<file path="src/rtl/memory_port_arbiter.sv">
// Shares one memory port among NUM_REQ requesters and routes responses back in acceptance order.
// Optional round-robin arbitration is enabled by defining MEM_ARB_ROUND_ROBIN_EN (default: fixed priority).
module memory_port_arbiter #(
    parameter int NUM_REQ    = 2,
    parameter int DATA_WIDTH = 32,
    parameter int ADDR_WIDTH = 32,
    parameter int MAX_OUTST  = 2
) (
    input  logic                                  clk,
    input  logic                                  rst,
    input  logic [NUM_REQ-1:0]                    s_req,
    input  logic [NUM_REQ-1:0]                    s_we,
    input  logic [NUM_REQ-1:0][ADDR_WIDTH-1:0]    s_addr,
    input  logic [NUM_REQ-1:0][DATA_WIDTH/8-1:0]  s_be,
    input  logic [NUM_REQ-1:0][DATA_WIDTH-1:0]    s_wdata,
    output logic [NUM_REQ-1:0]                    s_gnt,
    output logic [NUM_REQ-1:0]                    s_rvalid,
    output logic [NUM_REQ-1:0]                    s_err,
    output logic [NUM_REQ-1:0][DATA_WIDTH-1:0]    s_rdata,
    output logic                                  m_req,
    output logic                                  m_we,
    output logic [ADDR_WIDTH-1:0]                 m_addr,
    output logic [DATA_WIDTH/8-1:0]               m_be,
    output logic [DATA_WIDTH-1:0]                 m_wdata,
    input  logic                                  m_gnt,
    input  logic                                  m_rvalid,
    input  logic                                  m_err,
    input  logic [DATA_WIDTH-1:0]                 m_rdata
);

    localparam int IDW  = $clog2(NUM_REQ);
    localparam int PTW  = (MAX_OUTST > 1) ? $clog2(MAX_OUTST) : 1;
    localparam int CNTW = $clog2(MAX_OUTST + 1);

    logic [IDW-1:0]  r_fifo [MAX_OUTST];
    logic [PTW-1:0]  r_wptr;
    logic [PTW-1:0]  r_rptr;
    logic [CNTW-1:0] r_count;

    logic            w_full;
    logic            w_empty;
    logic            w_mreq;
    logic            w_accept;
    logic            w_pop;
    logic            w_found;
    logic [IDW-1:0]  w_win;
    logic [IDW-1:0]  w_head;

    function automatic logic [PTW-1:0] ptr_inc(input logic [PTW-1:0] p);
        return (p == PTW'(MAX_OUTST - 1)) ? '0 : p + 1'b1;
    endfunction

    assign w_full  = (r_count == CNTW'(MAX_OUTST));
    assign w_empty = (r_count == '0);

`ifdef MEM_ARB_ROUND_ROBIN_EN
    logic [IDW-1:0] r_prio;
    int             w_idx;

    always_comb begin
        w_win   = '0;
        w_found = 1'b0;
        w_idx   = 0;
        for (int i = 0; i < NUM_REQ; i++) begin
            w_idx = int'(r_prio) + i;
            if (w_idx >= NUM_REQ) w_idx = w_idx - NUM_REQ;
            if (!w_found && s_req[w_idx]) begin
                w_win   = IDW'(w_idx);
                w_found = 1'b1;
            end
        end
    end

    always_ff @(posedge clk or posedge rst) begin
        if (rst) begin
            r_prio <= '0;
        end else if (w_accept) begin
            r_prio <= (w_win == IDW'(NUM_REQ - 1)) ? '0 : w_win + 1'b1;
        end
    end
`else
    always_comb begin
        w_win   = '0;
        w_found = 1'b0;
        for (int i = 0; i < NUM_REQ; i++) begin
            if (!w_found && s_req[i]) begin
                w_win   = IDW'(i);
                w_found = 1'b1;
            end
        end
    end
`endif

    // Fullness is taken from registered occupancy only, so m_rvalid never reaches m_req.
    assign w_mreq   = !rst && (|s_req) && !w_full;
    assign w_accept = w_mreq && m_gnt;
    assign w_pop    = !rst && m_rvalid && !w_empty;
    assign w_head   = r_fifo[r_rptr];
    assign m_req    = w_mreq;

    always_comb begin
        m_we    = 1'b0;
        m_addr  = '0;
        m_be    = '0;
        m_wdata = '0;
        s_gnt   = '0;
        for (int i = 0; i < NUM_REQ; i++) begin
            if (w_mreq && (w_win == IDW'(i))) begin
                m_we    = s_we[i];
                m_addr  = s_addr[i];
                m_be    = s_be[i];
                m_wdata = s_wdata[i];
                s_gnt[i] = m_gnt;
            end
        end
    end

    always_comb begin
        s_rvalid = '0;
        s_err    = '0;
        s_rdata  = '0;
        for (int i = 0; i < NUM_REQ; i++) begin
            if (w_pop && (w_head == IDW'(i))) begin
                s_rvalid[i] = 1'b1;
                s_err[i]    = m_err;
                s_rdata[i]  = m_rdata;
            end
        end
    end

    always_ff @(posedge clk) begin
        if (w_accept) r_fifo[r_wptr] <= w_win;
    end

    always_ff @(posedge clk or posedge rst) begin
        if (rst) begin
            r_wptr  <= '0;
            r_rptr  <= '0;
            r_count <= '0;
        end else begin
            if (w_accept) r_wptr <= ptr_inc(r_wptr);
            if (w_pop)    r_rptr <= ptr_inc(r_rptr);
            if (w_accept && !w_pop)      r_count <= r_count + 1'b1;
            else if (!w_accept && w_pop) r_count <= r_count - 1'b1;
        end
    end

endmodule
</file>
<file path="config.mk">
export PLATFORM = sky130hd
export DESIGN_NAME = memory_port_arbiter
export DESIGN_NICKNAME = d
export VERILOG_FILES = /design/src/rtl/memory_port_arbiter.sv
export SDC_FILE = /design/constraint.sdc
export NUM_CORES = 1
export LEC_CHECK = 0
export CAP_MARGIN = 20
export CORE_AREA = 8 8 117 119
export CTS_BUF_LIST = sky130_fd_sc_hd__clkbuf_16
export DETAILED_ROUTE_END_ITERATION = 10
export DIE_AREA = 0 0 125 127
export GPL_TIMING_DRIVEN = 0
export PLACE_DENSITY = 0.67
export SLEW_MARGIN = 30
export SYNTH_ARGS = -nofsm -noshare
export SYNTH_HDL_FRONTEND = slang
export SYNTH_SLANG_ARGS = --single-unit
</file>
<file path="constraint.sdc">
create_clock -name clk -period 1.7 [get_ports clk]
set_input_delay 0.34 -clock clk [delete_from_list [all_inputs] [get_ports clk]]
set_output_delay 0.34 -clock clk [all_outputs]
set_load 0.1 [all_outputs]
</file>
=== Yosys cells after proc, flatten, opt, wreduce, memory -nomap -nowiden ===
Memory sizes are Yosys's and may differ from the RTL's.
Cells that the tools add are included.

* Register bits after elaboration: 4
* RAM bits: 2
* Input port bits: 177
* Output and inout bits: 140
* Logic and storage cells: 56
* Memories kept: 1

* Add/subtract/negate cells: 4
* Equal/unequal tests: 1
* Muxes and demuxes: 24
* Bitwise gates (word level): 2
* Reduce and logical (&&, ||, !) cells: 21

{| class="wikitable"
|+ Memories
! name !! words !! bits a word !! read ports !! clocked after Yosys merged registers in !! wr ports !! line !! text
|-
| r_fifo || 2 || 1 || 1 || 0 || 1 || 35 || <nowiki>logic [IDW-1:0] r_fifo [MAX_OUTST];</nowiki>
|}

{| class="wikitable"
|+ Operators with widths
! kind !! number
|-
| 32-bit 2-to-1 mux || 6
|-
| 1-bit 2-to-1 mux || 14
|-
| 1-bit logical AND || 12
|-
| 4-bit 2-to-1 mux || 2
|-
| 1-bit zero test || 6
|-
| 2-bit 2-to-1 mux || 2
|-
| 1-bit adder (second input constant) || 2
|-
| 2-bit by 1-bit adder with 2-bit output (second input constant) || 1
|-
| 2-bit == test (second input constant) || 1
|-
| 2-bit zero test || 1
|-
| 1-bit inverter || 2
|-
| 2-bit nonzero test || 1
|-
| 2-bit OR reduction || 1
|-
| 2-bit by 1-bit subtractor with 2-bit output (second input constant) || 1
|}

=== Longest topological paths before layout ===
Gate-level depths: netlist of run 1.

* Depth after elaboration: 8
* Gate-level depth with buffers: 8
* Depth with buffers taken out: 7

=== Worst setup path after synthesis of run 1 ===
OpenSTA, ideal clock, no wires.

* Path type: input to output
* From: input s_req[0]
* To: output m_addr[22]
* Data arrival time: 2246 ps
* Required time: 1360 ps
* Path slack: -886 ps
* Stages: 6
* Buffers on the path: 3
* Cells stage by stage: buf_2 > nor2b_1 > buf_4 > buf_2 > a22oi_1 > nor2_1

* Longest elaborated chain between the ends: 8
* Elaborated cells between the ends (all ways): 12
* Classes of those cells: mux (4); bitwise (1); reduce/logical (7)

{| class="wikitable"
|+ Ends and longest elaborated chain
! what !! line !! text
|-
| start: declaration || 11 || <nowiki>input logic [NUM_REQ-1:0] s_req,</nowiki>
|-
| 1-bit 2-to-1 mux (*) || 86 || <nowiki>if (!w_found && s_req[i]) begin</nowiki>
|-
| 1-bit zero test (*) || 86 ||
|-
| 1-bit logical AND (*) || 86 ||
|-
| 1-bit 2-to-1 mux (*) || 86 ||
|-
| named net w_win || 46 || <nowiki>logic [IDW-1:0] w_win;</nowiki>
|-
| 1-bit inverter || 108 || <nowiki>if (w_mreq && (w_win == IDW'(i))) begin</nowiki>
|-
| 1-bit logical AND || 108 ||
|-
| 32-bit 2-to-1 mux || 108 ||
|-
| 32-bit 2-to-1 mux (*) || 108 ||
|-
| end: declaration || 22 || <nowiki>output logic [ADDR_WIDTH-1:0] m_addr,</nowiki>
|}

The timed path passes the listed nets; every way through them passes the cells marked *.

==> impl_summary.txt, run 1 <==
----------------------------------------------------
[Synth]
  Number of warning messages in the yosys log ... 0
  Register bit total from synthesis ... 6
  Cell accounting for the most synthesized area ... sky130_fd_sc_hd__a22oi_1
  Summed instance area of the synthesized netlist ... 1797 um^2
  Sequential fraction of the synthesis area ... 0.08914
  Dominant cells by area after synthesis ... sky130_fd_sc_hd__a22oi_1 (29%), sky130_fd_sc_hd__and3_1 (24%), sky130_fd_sc_hd__nor2_1 (15%), sky130_fd_sc_hd__buf_6 (7.5%), sky130_fd_sc_hd__dfrtp_1 (5.6%)
  Unique cell type count in the Yosys netlist ... 26
  Number of standard cells after synthesis ... 273
  Number of nets produced by synthesis ... 451
  Area share of the largest cell type after synthesis ... 0.2883
  Synthesized area per cell ... 6.581 um^2

[STA]
  Final clock period utilization by the worst path ... 1.176
  Final critical path time including I/O delays and setup ... 1999 ps
  Final setup skew ... 3.288 ps
  Setup-failing EPs final ... 139
  Worst Hold Margin ... 124.8 ps
  Max-slew violation count ... 0
  Tightest Pin Transition ... 365.7 ps
  RSZ-0062 raised after global routing ... true
  Post-route worst setup slack ... -298.7 ps
  Accumulated negative setup slack ... -31,410 ps
  Relative slew slack ... 0.7558
  Final hold vios ... 0
  Peak clock frequency supported by timing ... 0.5003 GHz

[Die]
  Starting density of the core ... 0.1521
  Num rows ... 40
  Die height ... 127 um
  Die width ... 125 um
  Area of the die ... 15,880 um^2
  Placeable Area ... 11,810 um^2
  I/O Pins ... 317

[CTS]
  H-tree depth ... 1
  CTS Hold Buffers Added ... 0
  Number of buffers created by CTS ... 3
  Clock buffer depth ... 2
  Cell chosen for the clock root ... sky130_fd_sc_hd__clkbuf_16
  Clock tree from TritonCTS ... yes
  Insertion delay to the later sink of the worst-skew pair ... 230 ps
  Sinks on Clock Net ... 6
  Clock slew at the register clock pins of the worst setup and hold paths ... 40 ps

[Worst setup path]
  Element type at the critical path start ... flip-flop
  CP required ... 1360 ps
  Critical path type ... reg2out
  CP arrival ... 1660 ps
  Element type at the critical path end ... output pin
  Peak fanout along the critical path ... 5

[Detailed routing]
  DRC violation count after routing ... 0
  Routed via count divided by cell count ... 4.789
  TritonRoute pass-1 iters ... 4
  Starting DRC count in detailed routing ... 81
  Antenna Violating Nets Remaining ... 0
  Post-detailed-routing wire length ... 17,350 um
  DR vias ... 3,678
  WL/cell ... 22.59 um

[Placement]
  Detailed-placement wirelength estimate ... 13,350 um
  DP Worst Slack ... -1701 ps
  Number of placed instances with taps included ... 735
  Final weighted congestion of routability-driven global placement ... 0.8768
  Count of input and output buffers ... 315

[Layout]
  FILL cells ... 781
  Layout cell share with drive strength beyond 1 ... 0.6989
  Area occupied by multi-input gates ... 2628 um^2
  Layout area overhead ... 376.9%
  Post-layout nets ... 801
  Final core utilization ... 0.7255
  Non-filler instance count after layout ... 768
  Sequential cell area ... 163.9 um^2
  Antenna cell count ... 0

[Pwr]
  Static Leak ... 3.136 nW
  Power density of the placed cells ... 946.1 nW/um^2
  Largest vdd supply drop ... 0.0004653 V

[GRT]
  Overflow left after global routing ... 0
  Global router's overall resource usage ... 0.2031
  Largest net degree at the start of global routing ... 11
  First-pass GRT wire length ... 25,700 um
  Initial antenna violation count ... 1
  Number of global-route vias before repair ... 4,183

[Worst hold path]
  Worst Hold Class ... in2async

[Job]
  Reported max-cap violation count ... 0

[Outcome]
  Run status ... finished with violations
  Violated checks ... setup timing

----------------------------------------------------
placed cells by master, fill, tap and decap left out, types with 3 or more instances in the layout:
cell and n:
sky130_fd_sc_hd__clkdlybuf4s50_1 172, sky130_fd_sc_hd__buf_12 159, sky130_fd_sc_hd__nor2_4 72, sky130_fd_sc_hd__a22oi_2 68, sky130_fd_sc_hd__and3_4 64, sky130_fd_sc_hd__buf_6 13, sky130_fd_sc_hd__buf_4 11, sky130_fd_sc_hd__buf_8 7
sky130_fd_sc_hd__clkbuf_2 6, sky130_fd_sc_hd__clkbuf_16 5, sky130_fd_sc_hd__buf_2 4, sky130_fd_sc_hd__buf_16 4, sky130_fd_sc_hd__and3_2 4, sky130_fd_sc_hd__dfrtp_2 3
cell type report:
| type | count | share of cell area |
|---|---|---|
| repair buffers | 345 | 0.5782 |
| multi-input cells | 228 | 0.3066 |
| plain buffers | 36 | 0.06337 |
| well taps | 147 | 0.02146 |
| flip-flops and latches | 6 | 0.01913 |
| clock buffers | 3 | 0.008760 |
| inverters | 3 | 0.002482 |
Yosys cell counts:
library cell / count
sky130_fd_sc_hd__nor2_1: 73
sky130_fd_sc_hd__a22oi_1: 69
sky130_fd_sc_hd__and3_1: 68
sky130_fd_sc_hd__buf_2: 15
sky130_fd_sc_hd__buf_6: 12
sky130_fd_sc_hd__clkbuf_1: 7
sky130_fd_sc_hd__dfrtp_1: 4
sky130_fd_sc_hd__xor2_1: 3
sky130_fd_sc_hd__buf_1: 2
sky130_fd_sc_hd__edfxtp_1: 2
sky130_fd_sc_hd__inv_2: 2
sky130_fd_sc_hd__xnor2_1: 2
sky130_fd_sc_hd__a211oi_2: 1
sky130_fd_sc_hd__a21o_1: 1
sky130_fd_sc_hd__a21oi_1: 1
sky130_fd_sc_hd__and2_1: 1
sky130_fd_sc_hd__buf_4: 1
sky130_fd_sc_hd__ha_1: 1
sky130_fd_sc_hd__inv_1: 1
sky130_fd_sc_hd__mux2_4: 1
sky130_fd_sc_hd__mux2i_2: 1
sky130_fd_sc_hd__nor2_2: 1
sky130_fd_sc_hd__nor2b_1: 1
sky130_fd_sc_hd__nor3_1: 1
sky130_fd_sc_hd__o211a_4: 1
sky130_fd_sc_hd__o21ai_1: 1
state kept, by name, indices dropped and copies added (netlist names):
name / cells
r_rptr: 1
r_fifo: 2
r_wptr: 1
r_count: 2
critical path, stage by stage, from the launching register on:
cell	delay (ps)
sky130_fd_sc_hd__dfrtp_2	420
sky130_fd_sc_hd__o211a_4	280
sky130_fd_sc_hd__buf_8	140
sky130_fd_sc_hd__buf_12	130
sky130_fd_sc_hd__buf_6	120
sky130_fd_sc_hd__and3_4	170
sky130_fd_sc_hd__buf_12	160
where the power goes:
group | switching, mW | internal [mW] | total [mW] | leakage [nW]
sequential | 0.0734 | 0.215 | 0.289 | 0.0623
combinational | 4.38 | 3.06 | 7.44 | 3.04
clock | 0.0817 | 0.302 | 0.384 | 0.0370
through the flow:
| step | total power, mW | cell area, um^2 |
|---|---|---|
| floorplan | 4.565 | 3109 |
| global route | 8.335 | 8569 |
| global placement | 5.900 | 6446 |
| CTS | 7.931 | 8478 |
| finish | 8.108 | 8569 |
| detailed placement | 5.917 | 6416 |
cell families (layout without fill, tap and decap cells):
kind of cell	Yosys count	after routing	share of synthesized area
flip-flops	6	6	0.08914
adder cells (fa/ha/maj)	1	1	0.006963
AO/OA/AOI/OAI	74	74	0.3148
multiplexers	2	3	0.01601
AND/OR/NAND/NOR	145	145	0.4025
buffers and inverters	40	387	0.1462
XOR/XNOR	5	5	0.02438
metal layers:
| metal | wire length [um] | part of all wire | track usage |
|---|---|---|---|
| met3 | 1725 | 0.099 | 0.08278 |
| met2 | 9425 | 0.54 | 0.4017 |
| met5 | 12 | 0.00069 | 0 |
| met1 | 5982 | 0.34 | 0.1951 |
| met4 | 205 | 0.012 | 0.03367 |
path summary, 6_finish.rpt:
check	from	endpoint	slack [ps]	depth (start not counted)
worst max-delay path	r_count[0]$_DFFE_PP0P_	s_rdata[20]	-300	6
worst min-delay path	rst	r_count[1]$_DFFE_PP0P_	120	3
worst max register to register	r_count[0]$_DFFE_PP0P_	r_count[1]$_DFFE_PP0P_	-50	9
worst min register to register	r_wptr$_DFFE_PP0N_	r_wptr$_DFFE_PP0N_	500	1
max in group asynchronous	rst	r_rptr$_DFFE_PP0P_	1460	3
min in group clk	r_wptr$_DFFE_PP0N_	r_wptr$_DFFE_PP0N_	500	1
timing repair:
item	4_1_cts	5_1_grt
setup endpoints to repair	142	141
pin swaps	49	9
cloned	12	1
setup buffers	17	3
gates resized for setup	1302	22
hold endpoints to repair	0	0
Power figures use the tool's default switching activity.
==> run 2, diff against run 1 <==
--- a/config.mk
+++ b/config.mk
@@ -6,12 +6,14 @@
 export NUM_CORES = 1
 export LEC_CHECK = 0
 export CAP_MARGIN = 20
-export CORE_AREA = 8 8 117 119
+export CELL_PAD_IN_SITES_DETAIL_PLACEMENT = 1
+export CELL_PAD_IN_SITES_GLOBAL_PLACEMENT = 1
+export CORE_MARGIN = 8
+export CORE_UTILIZATION = 12
 export CTS_BUF_LIST = sky130_fd_sc_hd__clkbuf_16
 export DETAILED_ROUTE_END_ITERATION = 10
-export DIE_AREA = 0 0 125 127
 export GPL_TIMING_DRIVEN = 0
-export PLACE_DENSITY = 0.67
+export PLACE_DENSITY = 0.89
 export SLEW_MARGIN = 30
 export SYNTH_ARGS = -nofsm -noshare
 export SYNTH_HDL_FRONTEND = slang
==> run 2 against run 1 <==
Net effect:
- the run still ends with setup timing left
- count of clock-buffer cells in the layout is the same
- worst hold slack better by 15 ps
- clock power up 2%
- critical path type unchanged
- maximum frequency rose by 2.1%
- largest power group unchanged
- setup slack improved by 40 ps
==> impl_summary.txt, run 2 (synthesized netlist as in run 1, its figures left out) <==
----------------------------------------------------
[Worst setup path]
  Max stage delay on crit path ... 430 ps
  Critical path type ... reg2out
  Critical path buffers and inverters ... 3
  CP arrival ... 1620 ps
  Element type at the critical path start ... flip-flop
  Worst-path cell with the longest stage delay ... sky130_fd_sc_hd__dfrtp_2
  Peak fanout along the critical path ... 6
  CP required ... 1360 ps
  Critical path cell sequence ... o211a_4 -> buf_4 -> clkbuf_8 -> and3_4 -> buf_12
  Setup crit start ... r_count[1]$_DFFE_PP0P_
  Top cell family by delay on the critical path ... buffers and inverters
  Element type at the critical path end ... output pin
  RR Startpoint ... r_count[0]$_DFFE_PP0P_
  R2r setup slk ... 70 ps

[Pwr]
  Static Leak ... 3.158 nW
  Largest vdd supply drop ... 0.0005611 V
  Power density of the placed cells ... 956.8 nW/um^2

[Detailed routing]
  DR vias ... 3,872
  Total met3 wirelength after detailed routing ... 2000 um
  Sum of met2 wire segment lengths after detailed routing ... 11,910 um
  Post-detailed-routing wire length ... 21,790 um
  DRC violation count after routing ... 0
  TritonRoute pass-1 iters ... 4
  Routed via count divided by cell count ... 4.774
  WL/cell ... 26.87 um
  Starting DRC count in detailed routing ... 109
  Met1 WL ... 7268 um
  Antenna Violating Nets Remaining ... 0
  Highest routed metal layer ... met5

[Placement]
  Detailed-placement wirelength estimate ... 15,130 um
  DP Worst Slack ... -1810 ps
  Final weighted congestion of routability-driven global placement ... 0.8897
  Number of placed instances with taps included ... 772
  Count of input and output buffers ... 315

[GRT]
  Largest net degree at the start of global routing ... 11
  Number of global-route vias before repair ... 4,641
  Initial antenna violation count ... 5
  Global router's overall resource usage ... 0.2095
  Overflow left after global routing ... 0
  First-pass GRT wire length ... 31,420 um

[STA]
  Tightest Pin Transition ... 383.6 ps
  RSZ-0062 raised after global routing ... true
  Final setup skew ... 1.701 ps
  Final clock period utilization by the worst path ... 1.152
  Peak clock frequency supported by timing ... 0.5106 GHz
  Final critical path time including I/O delays and setup ... 1958 ps
  Final hold vios ... 0
  Relative slew slack ... 0.7438
  Max-slew violation count ... 0
  Setup-failing EPs final ... 138
  Post-route worst setup slack ... -258.4 ps

[CTS]
  Cell chosen for the clock root ... sky130_fd_sc_hd__clkbuf_16
  Clock slew at the register clock pins of the worst setup and hold paths ... 30 ps
  Clock buffer depth ... 2
  H-tree depth ... 1
  Number of buffers created by CTS ... 3
  Clock tree from TritonCTS ... yes
  Insertion delay to the later sink of the worst-skew pair ... 230 ps
  CTS Hold Buffers Added ... 0
  Sinks on Clock Net ... 6

[Die]
  Starting density of the core ... 0.1232
  Die width ... 138.4 um
  Placeable Area ... 14,590 um^2
  I/O Pins ... 317
  Num rows ... 44
  Area of the die ... 19,140 um^2
  Die height ... 138.4 um

[Layout]
  Layout area overhead ... 382.7%
  Final core utilization ... 0.5944
  Post-layout nets ... 802
  Commonest non-fill, non-tap cells in the layout ... sky130_fd_sc_hd__clkdlybuf4s50_1 (171), sky130_fd_sc_hd__buf_12 (154), sky130_fd_sc_hd__nor2_4 (72)
  Largest registers in the final layout ... r_count (2), r_fifo (2)
  Layout cell share with drive strength beyond 1 ... 0.7014
  Non-filler instance count after layout ... 811
  Most common cell after layout, fill and taps aside ... sky130_fd_sc_hd__clkdlybuf4s50_1

[Job]
  Reported max-cap violation count ... 0

[Worst hold path]
  Worst Hold Class ... in2async

[Outcome]
  Violated checks ... setup timing
  Run status ... finished with violations

----------------------------------------------------
## run 2: repair_timing
item	4_1_cts	5_1_grt
pin swaps	36	21
buffers inserted	15	8
setup endpoints to repair	142	142
gates resized for setup	1303	43
gates cloned	6	4
## run 2: worst paths after layout
path | endpoint | cells after the start
worst max register to register | r_count[1]$_DFFE_PP0P_ | 8
min in group clk | r_wptr$_DFFE_PP0N_ | 1
worst min register to register | r_wptr$_DFFE_PP0N_ | 1
max in group asynchronous | r_count[1]$_DFFE_PP0P_ | 3
worst max-delay path | s_rdata[50] | 5
worst min-delay path | r_wptr$_DFFE_PP0N_ | 3
## run 2: worst register-to-register path, delay by kind of cell (launching register included)
family,cells,cell delay (ps)
compound gates,1,240
xor+xnor,2,310
fa+ha+maj,1,160
buf+inv,3,310
flops,1,410
simple gates,1,130
## run 2: final cells by class
type / instances / area [um^2]
sequential: 6 / 163.9
multi-input combinational: 227 / 2649
timing repair buffer: 348 / 4991
fill: 1330 / 5917
buffer: 35 / 523.0
tap: 184 / 230.2
clock buffer: 3 / 75.07
clock inverter: 1 / 3.754
antenna: 4 / 10.01
inverter: 3 / 26.28
## run 2: through the flow
stage                     area (um^2)  hold slack, ps  TNS, ps  power (mW)
after global placement           6492           472.4  -200700       5.936
after floorplan                  3109           123.7    -5360       4.565
after global routing             8672           167.1   -32640       8.529
after CTS                        8389           264.0   -24720       7.853
after detailed placement         6482           477.1  -204830       6.007
final                            8672           139.9   -27170       8.298
## run 2: report_power, final
part / internal [mW] / switching, mW / leakage [nW]
registers: 0.215 / 0.0830 / 0.0623
logic: 3.07 / 4.53 / 3.05
clock network: 0.305 / 0.0860 / 0.0423
total: 3.59 / 4.70 / 3.16
## run 2: metal layers
metal / track usage / vias up
met4: 0.04920 / 2
met3: 0.07877 / 31
met2: 0.4122 / 237
met5: 0 / -
met1: 0.1985 / 1886
li1: - / 1716
==> run 3, diff against run 2 <==
--- a/config.mk
+++ b/config.mk
@@ -14,6 +14,7 @@
 export DETAILED_ROUTE_END_ITERATION = 10
 export GPL_TIMING_DRIVEN = 0
 export PLACE_DENSITY = 0.89
+export SKIP_LAST_GASP = 1
 export SLEW_MARGIN = 30
 export SYNTH_ARGS = -nofsm -noshare
 export SYNTH_HDL_FRONTEND = slang
==> run 3 against run 2 <==
Net effect:
- count of clock-buffer cells in the layout is the same
- clock skew hardly changed
- combinational power rose by 2%
- non-clock buffer count grew 5
- the run still ends with setup timing left
- critical path depth unchanged
- via count barely moved
- wire length is 2.8% higher
==> impl_summary.txt, run 3 (synthesized netlist as in run 1, its figures left out) <==
----------------------------------------------------
[Layout]
  Layout cell share with drive strength beyond 1 ... 0.7022
  Sequential cell area ... 163.9 um^2
  FILL cells ... 1,312
  Layout area overhead ... 388.3%
  Largest registers in the final layout ... r_count (2), r_fifo (2)
  Commonest non-fill, non-tap cells in the layout ... sky130_fd_sc_hd__clkdlybuf4s50_1 (171), sky130_fd_sc_hd__buf_12 (153), sky130_fd_sc_hd__nor2_4 (72)
  Final core utilization ... 0.6014
  Most common cell after layout, fill and taps aside ... sky130_fd_sc_hd__clkdlybuf4s50_1
  Area of all placed cells without fillers ... 8773 um^2
  Area occupied by multi-input gates ... 2630 um^2
  Non-filler instance count after layout ... 814
  Post-layout nets ... 807

[Detailed routing]
  DRC violation count after routing ... 0
  Starting DRC count in detailed routing ... 54
  Antenna Violating Nets Remaining ... 0
  WL/cell ... 27.52 um
  TritonRoute pass-1 iters ... 4
  Routed via count divided by cell count ... 4.758
  DR vias ... 3,873
  Post-detailed-routing wire length ... 22,410 um

[CTS]
  Clock buffer depth ... 2
  Sinks on Clock Net ... 6
  H-tree depth ... 1
  Clock slew at the register clock pins of the worst setup and hold paths ... 40 ps
  Number of buffers created by CTS ... 3
  CTS Hold Buffers Added ... 0
  Clock tree from TritonCTS ... yes
  Insertion delay to the later sink of the worst-skew pair ... 230 ps
  Cell chosen for the clock root ... sky130_fd_sc_hd__clkbuf_16

[Placement]
  Final weighted congestion of routability-driven global placement ... 0.8897
  Detailed-placement wirelength estimate ... 15,130 um
  Count of input and output buffers ... 315
  DP Worst Slack ... -1810 ps
  Number of placed instances with taps included ... 772
  Placed Area ... 6482 um^2

[GRT]
  Number of global-route vias before repair ... 4,614
  Initial antenna violation count ... 3
  Largest net degree at the start of global routing ... 11
  First-pass GRT wire length ... 31,400 um
  Overflow left after global routing ... 0
  Global router's overall resource usage ... 0.2092

[Die]
  Area of the die ... 19,140 um^2
  Die width ... 138.4 um
  Placeable Area ... 14,590 um^2
  I/O Pins ... 317
  Starting density of the core ... 0.1232
  Die height ... 138.4 um
  Num rows ... 44

[STA]
  Final critical path time including I/O delays and setup ... 1981 ps
  RSZ-0062 raised after global routing ... true
  Tightest Pin Transition ... 380.3 ps
  Post-route worst setup slack ... -280.9 ps
  Max-slew violation count ... 0
  Setup-failing EPs final ... 139
  Peak clock frequency supported by timing ... 0.5048 GHz
  Final setup skew ... 1.295 ps
  Relative slew slack ... 0.7460
  Final clock period utilization by the worst path ... 1.165
  Final hold vios ... 0

[Worst hold path]
  Worst Hold Class ... in2async

[Outcome]
  Run status ... finished with violations
  Violated checks ... setup timing

[Worst setup path]
  Element type at the critical path start ... flip-flop
  Critical path type ... reg2out
  Element type at the critical path end ... output pin
  CP arrival ... 1640 ps
  Peak fanout along the critical path ... 8
  R2r setup slk ... 30 ps
  CP required ... 1360 ps

[Pwr]
  Static Leak ... 3.222 nW
  Largest vdd supply drop ... 0.0004763 V
  Power density of the placed cells ... 960.2 nW/um^2

[Job]
  Reported max-cap violation count ... 0

----------------------------------------------------
run 3: cell count changes in the layout (fill, tap and decap cells not counted), moves of 2 or more:
cell,delta
sky130_fd_sc_hd__and3_2,+2
sky130_fd_sc_hd__and3_4,-2
sky130_fd_sc_hd__clkbuf_16,+5
sky130_fd_sc_hd__diode_2,-2
run 3: path summary, 6_finish.rpt:
| check | depth (start not counted) | to | start |
|---|---|---|---|
| min in group clk | 1 | r_wptr$_DFFE_PP0N_ | r_wptr$_DFFE_PP0N_ |
| worst min-delay path | 3 | r_wptr$_DFFE_PP0N_ | rst |
| worst max register to register | 8 | r_count[1]$_DFFE_PP0P_ | r_count[1]$_DFFE_PP0P_ |
| max in group asynchronous | 3 | r_count[1]$_DFFE_PP0P_ | rst |
| worst max-delay path | 5 | s_rdata[1] | r_count[0]$_DFFE_PP0P_ |
| worst min register to register | 1 | r_wptr$_DFFE_PP0N_ | r_wptr$_DFFE_PP0N_ |
run 3: where the power goes:
group	switching (mW)	leakage [nW]	internal [mW]
clock network	0.0885	0.0423	0.306
registers	0.0757	0.0623	0.215
logic	4.54	3.12	3.20
run 3: metal layers:
| metal | GRT usage | vias up | wire length (um) |
|---|---|---|---|
| li1 | - | 1726 | - |
| met1 | 0.1956 | 1891 | 7395 |
| met2 | 0.4145 | 227 | 12430 |
| met3 | 0.08288 | 27 | 2110 |
| met4 | 0.04348 | 2 | 452 |
| met5 | 0 | - | 13 |
run 3: timing repair:
action	CTS	global route
buffers inserted	15	10
pin swaps	23	19
setup endpoints to repair	142	142
hold endpoints to repair	0	0
gates cloned	6	8
gates resized for setup	1298	40
run 3: worst max-delay path, cell delays in order (launching register included):
cell                        delay, ps
sky130_fd_sc_hd__dfrtp_2          430
sky130_fd_sc_hd__o211a_4          320
sky130_fd_sc_hd__buf_12           170
sky130_fd_sc_hd__clkbuf_16        150
sky130_fd_sc_hd__and3_4           180
sky130_fd_sc_hd__buf_12           160
run 3: area by class of cell:
class | instances | share of cell area
multi-input combinational | 227 | 0.2998
antenna | 2 | 0.0005705
timing repair buffer | 353 | 0.5814
sequential | 6 | 0.01868
tap | 184 | 0.02624
clock inverter | 1 | 0.0004278
buffer | 35 | 0.06161
clock buffer | 3 | 0.008557
inverter | 3 | 0.002710
run 3: metrics by stage:
stage	setup TNS (ps)	power [mW]	hold slack (ps)
floorplan	-5360	4.565	123.7
global placement	-200700	5.936	472.4
detailed placement	-204830	6.007	477.1
CTS	-24960	7.838	264.0
global route	-34900	8.659	149.9
finish	-29250	8.424	123.9
